**src/rtl/spi_byte_engine.sv**
```systemverilog
// spi_byte_engine: SPI mode-0 byte shifter with CPU-written slave selects.
// Define OPEN_ED_SPI_AUTOREAD_EN to let rd_strobe launch an 8'hFF transfer.
module spi_byte_engine #(
    parameter int CLK_DIV = 4
) (
    input  logic       clk,
    input  logic       rst,
    input  logic       wr_strobe,
    input  logic [7:0] wr_data,
    input  logic       cs_wr,
    input  logic [1:0] cs_data,
    input  logic       rd_strobe,
    output logic [7:0] rd_data,
    output logic       busy,
    output logic       done,
    output logic       spi_sck,
    output logic       spi_mosi,
    input  logic       spi_miso,
    output logic       spi_ss_n1,
    output logic       spi_ss_n2
);
    typedef enum logic [1:0] {IDLE, LOW, HIGH} state_t;
    state_t     state_q;
    logic [7:0] div_q, tx_q, rx_q, rd_q;
    logic [2:0] bit_q;
    logic       sck_q, busy_q, done_q, ss1_q, ss2_q, pend_q;
    logic [1:0] pend_cs_q;
    logic       start_d, tick_d;
    logic [7:0] load_d;
    logic [1:0] cs_end_d;
`ifdef OPEN_ED_SPI_AUTOREAD_EN
    assign start_d = wr_strobe | rd_strobe;
`else
    logic unused_rd;
    assign unused_rd = rd_strobe;
    assign start_d = wr_strobe;
`endif
    assign load_d   = wr_strobe ? wr_data : 8'hFF;
    assign tick_d   = div_q == 8'(CLK_DIV - 1);
    assign cs_end_d = cs_wr ? cs_data : pend_cs_q;
    always_ff @(posedge clk or posedge rst) begin
        if (rst) begin
            state_q   <= IDLE;
            div_q     <= 8'd0;
            bit_q     <= 3'd0;
            tx_q      <= 8'hFF;
            rx_q      <= 8'hFF;
            rd_q      <= 8'hFF;
            sck_q     <= 1'b0;
            busy_q    <= 1'b0;
            done_q    <= 1'b0;
            ss1_q     <= 1'b1;
            ss2_q     <= 1'b1;
            pend_q    <= 1'b0;
            pend_cs_q <= 2'b00;
        end else begin
            done_q <= 1'b0;
            // selects written mid-byte wait for the end of the transfer
            if (cs_wr && state_q != IDLE) {pend_q, pend_cs_q} <= {1'b1, cs_data};
            case (state_q)
                IDLE: begin
                    if (cs_wr) {ss2_q, ss1_q} <= ~cs_data;
                    if (start_d) begin
                        tx_q    <= load_d;
                        bit_q   <= 3'd7;
                        div_q   <= 8'd0;
                        busy_q  <= 1'b1;
                        state_q <= LOW;
                    end
                end
                LOW: begin
                    if (tick_d) begin
                        sck_q   <= 1'b1;
                        rx_q    <= {rx_q[6:0], spi_miso};
                        div_q   <= 8'd0;
                        state_q <= HIGH;
                    end else div_q <= div_q + 8'd1;
                end
                HIGH: begin
                    if (tick_d) begin
                        sck_q <= 1'b0;
                        div_q <= 8'd0;
                        if (bit_q == 3'd0) begin
                            rd_q    <= rx_q;
                            busy_q  <= 1'b0;
                            done_q  <= 1'b1;
                            pend_q  <= 1'b0;
                            state_q <= IDLE;
                            if (cs_wr || pend_q) {ss2_q, ss1_q} <= ~cs_end_d;
                        end else begin
                            tx_q    <= {tx_q[6:0], 1'b1};
                            bit_q   <= bit_q - 3'd1;
                            state_q <= LOW;
                        end
                    end else div_q <= div_q + 8'd1;
                end
                default: state_q <= IDLE;
            endcase
        end
    end
    assign rd_data   = rd_q;
    assign busy      = busy_q;
    assign done      = done_q;
    assign spi_sck   = sck_q;
    assign spi_mosi  = tx_q[7];
    assign spi_ss_n1 = ss1_q;
    assign spi_ss_n2 = ss2_q;
endmodule

```
**config.mk**
```make
export PLATFORM = sky130hd
export DESIGN_NAME = spi_byte_engine
export DESIGN_NICKNAME = d
export VERILOG_FILES = /design/src/rtl/spi_byte_engine.sv
export SDC_FILE = /design/constraint.sdc
export NUM_CORES = 1
export LEC_CHECK = 0
export BUFFER_PORTS_ARGS = -buffer_cell sky130_fd_sc_hd__buf_2
export CAP_MARGIN = 5
export CORE_MARGIN = 1
export CORE_UTILIZATION = 57
export DETAILED_ROUTE_END_ITERATION = 12
export HOLD_SLACK_MARGIN = 0.08
export PLACE_DENSITY = 0.79
export SETUP_SLACK_MARGIN = 0.15
export SYNTH_ARGS = -nofsm -noshare
export SYNTH_HDL_FRONTEND = slang
export SYNTH_SLANG_ARGS = --single-unit
export TNS_END_PERCENT = 10
```
**constraint.sdc**
```tcl
create_clock -name clk -period 2.65 [get_ports clk]
set_clock_uncertainty 0.1 [all_clocks]
set_input_delay 0.53 -clock clk [delete_from_list [all_inputs] [get_ports clk]]
set_output_delay 0.53 -clock clk [all_outputs]
set_load 0.005 [all_outputs]
```
==> results.md <==
* Cell Pwr Density at roughly 930 nW/µm²
* CTS tree: yes
* Post-synthesis compound-gate area fraction at 0.0894
* Crit path required time at roughly 2.8 ns
* Critical R2R Capture: spi_ss_n1
* Routed vias at 1496
* Worst VDD drop at 604 µV
* Max Slew Vio Count at 0
* Die width at between 60 and 70 µm
* Cell Area, Synth at approximately 2200 µm²
* Max-cap violation count at 0
* Clk buf depth at 2
* Post-Synth XOR/XNOR Area at 0
* R2R cell count at 5
* Post-Synthesis Cells at about 180
* Static Leak at around 1.1 nW
* Pre-antenna DRT Iters at 4
* Setup violators final at 0
* Storage cell area at about 1200 µm²
* Synth Area per Inst at roughly 12 µm²
* DR DRC count at 0
* Tcrit/Tclk final at 0.908
* # diodes at 0
* Total track usage at 0.214
* Fin area at between 2000 and 3000 µm²
* Max incr delay on CP at 0.61 ns
* Slowest cell on crit path: or4_4
* Flops & latches, synth at between 40 and 50
* Fin cells at about 270
* Placed cell count at roughly 260
* Worst setup SP type: flip-flop
* Reg-to-reg setup timing slack at approximately 0.24 ns
* Antenna violations before repair at 0
* Drt total wl at 3960 µm
* Vias in the first global route at 1500
* Worst-path fanout max at 10
* Max-slew headroom at 0.614
* Die ar. at approximately 4100 µm²
* Final HPWL DP at around 2800 µm
* Cell area after placement at 2410 µm²
* Post-synth net total at between 200 and 250
* WS Path Type: reg2reg
* Gpl congestion at 0.842
* TritonCTS buffer count at 5
* Root Driver: clkbuf_8
* Nets@finish at 242
* Area of the multi-input gates at roughly 980 µm²
* Clk_lat worst skew at approximately 0.30 ns
* Vias/cell at 5.60
* Die Span Y at approximately 64 µm
* Crit path from: div_q[0]
* Critical path, cell by cell: ha_1, or3b_2, or4_4, a21oi_4, mux2_1
* Status: completed
* Post-Synth Simple-Gate Area at 0.118
* Worst Tran Pin Value at around 0.57 ns
* Hold-fix buffers, CTS at 0
* Worst-path clk slew at 0.08 ns
* Post-route ant nets at 0
* Fraction of layout instances using a drive strength above 1 at 0.484
* Fin. Hold Viols at 0
* Synth warn at 0
* Worst Path Arrival at between 2 and 3 ns
* Main combinational cell family by area after synthesis: multiplexers
* FMAX at between 400 and 500 MHz
* Post-synthesis adder-cell area fraction at 0.0452
* Filler cells at 265
* Hold WS at roughly 0.37 ns
* Post-synthesis mux area share at 0.192
* Setup TNS at 0 ns
* Min-delay worst type: in2reg
* Post-cts resize count at 0
* Sequential fraction of the synthesis area at 0.524
* DR WL/cell at 14.8 µm
* Reg-to-reg critical path startpoint: div_q[0]
* Number of cell rows at 22
* Core area at 3690 µm²
* Min Clock Period, post-route at roughly 2.4 ns
* Htree depth at 2
* CP endpoint: spi_ss_n1
* Initial Utilization at 0.600
* Largest net degree at the start of global routing at 36
* Global-route wire length before repair at about 6700 µm
* Drt first-iter violations at between 80 and 90
* Clk sinks at 45
* RSZ-0062 raised after global routing: true
* Area Overhead vs Synth at 15.0%
* IO Pins at 30
* Library cells used by synthesis at 34
* Critical Path Sink Type: flip-flop
* Port bufs at 28
* Total gr overflow at 0
Yosys cell counts:
master,instances,share of area
a211oi_1,1,0.0034
nor3_1,2,0.0045
nor2b_1,3,0.0085
o31ai_4,1,0.0096
o2bb2ai_1,3,0.012
mux2_2,33,0.17
or4_1,2,0.0068
dfstp_2,26,0.31
clkbuf_1,1,0.0017
mux2_1,2,0.010
nor2_1,11,0.019
dfrtp_1,19,0.21
nand2_1,11,0.019
a21oi_1,4,0.0091
inv_1,9,0.015
or2_1,1,0.0028
nand2b_1,4,0.011
or4_4,2,0.010
o21a_1,1,0.0034
ha_1,8,0.045
or3_1,3,0.0085
or2_2,1,0.0028
a2111o_1,1,0.0051
o31a_1,1,0.0040
or3b_2,1,0.0040
o21ai_0,11,0.025
mux2i_1,3,0.014
buf_6,3,0.015
a21oi_4,1,0.0074
nand4_1,1,0.0028
a2bb2oi_1,1,0.0040
nand3_1,8,0.018
a22oi_1,1,0.0034
a21o_1,1,0.0034
cells by family after synthesis:
group	after synthesis
AND/OR/NAND/NOR	50
flip-flops	45
multiplexers	38
AO/OA/AOI/OAI	27
buffers and inverters	13
adder cells (fa/ha/maj)	8
per-layer routing:
layer | global-route usage | vias up | part of all wire
li1 | - | 715 | -
met1 | 0.262 | 738 | 0.45
met3 | 0.0518 | 9 | 0.037
met5 | 0 | - | 0
met4 | 0.0806 | 0 | 0.024
met2 | 0.363 | 34 | 0.49
placed cells by master (no fill, tap or decap), types with 2 or more instances in the layout:
master / Yosys / final
clkbuf_8: 0 / 5
mux2i_1: 3 / 3
nor3_1: 2 / 2
o2bb2ai_1: 3 / 3
or4_4: 2 / 2
nand2_1: 11 / 11
buf_4: 0 / 5
ha_1: 8 / 8
mux2_1: 2 / 2
inv_1: 9 / 9
nand3_1: 8 / 8
buf_2: 0 / 28
dfrtp_1: 19 / 19
nor2b_1: 3 / 3
a21oi_1: 4 / 4
nor2_1: 11 / 11
dfstp_2: 26 / 26
mux2_2: 33 / 33
o21ai_0: 11 / 11
or4_1: 2 / 2
or3_1: 3 / 3
nand2b_1: 4 / 4
worst min path at each step:
stage          startpoint  endpoint  slack, ns  depth (start not counted)
2_1_floorplan     tx_q[0]   tx_q[0]       0.34                          2
4_1_cts          spi_miso   rx_q[0]       0.37                          2
5_1_grt          spi_miso   rx_q[0]       0.37                          2
3_3_place_gp      tx_q[0]   tx_q[0]       0.35                          2
3_5_place_dp      tx_q[0]   tx_q[0]       0.37                          2
6_report         spi_miso   rx_q[0]       0.37                          2
where the power goes:
part           switching, mW  total (mW)  internal (mW)
registers              0.107        1.05          0.938
logic                  0.418       0.804          0.386
clock network          0.223       0.506          0.283
critical path: cells and delay by family, from the launching register on:
family | cells | cell delay (ns)
adder cells (fa/ha/maj) | 1 | 0.21
AO/OA/AOI/OAI | 1 | 0.18
AND/OR/NAND/NOR | 2 | 1.11
flip-flops | 1 | 0.39
multiplexers | 1 | 0.34
stage by stage:
stage	power (mW)	worst slack (ns)	utilization
6_report	2.36	0.244	0.690
5_1_grt	2.52	0.147	0.690
3_5_place_dp	1.82	0.245	0.654
2_1_floorplan	1.62	0.365	-
4_1_cts	2.33	0.199	0.684
3_3_place_gp	1.76	0.285	0.654
cell type report:
cell class | instances | area share
Tap cell | 48 | 0.0236
Sequential cell | 45 | 0.455
Multi-Input combinational cell | 123 | 0.386
Timing Repair Buffer | 34 | 0.0777
Clock inverter | 2 | 0.0152
Clock buffer | 6 | 0.0285
Inverter | 9 | 0.0133
registers in the layout (all words and copies together) (netlist names):
| register | cells |
|---|---|
| div_q | 8 |
| rd_data | 8 |
| rx_q | 8 |
| tx_q | 8 |
| bit_q | 3 |
| pend_cs_q | 2 |
| state_q | 2 |
| busy | 1 |
| done | 1 |
| pend_q | 1 |
| spi_sck | 1 |
| spi_ss_n1 | 1 |
| spi_ss_n2 | 1 |
timing repair:
action	in CTS	in global routing
setup buffers	0	1
hold endpoints to repair	0	0
endpoints found under the setup margin	0	10
Power figures use the tool's default switching activity.
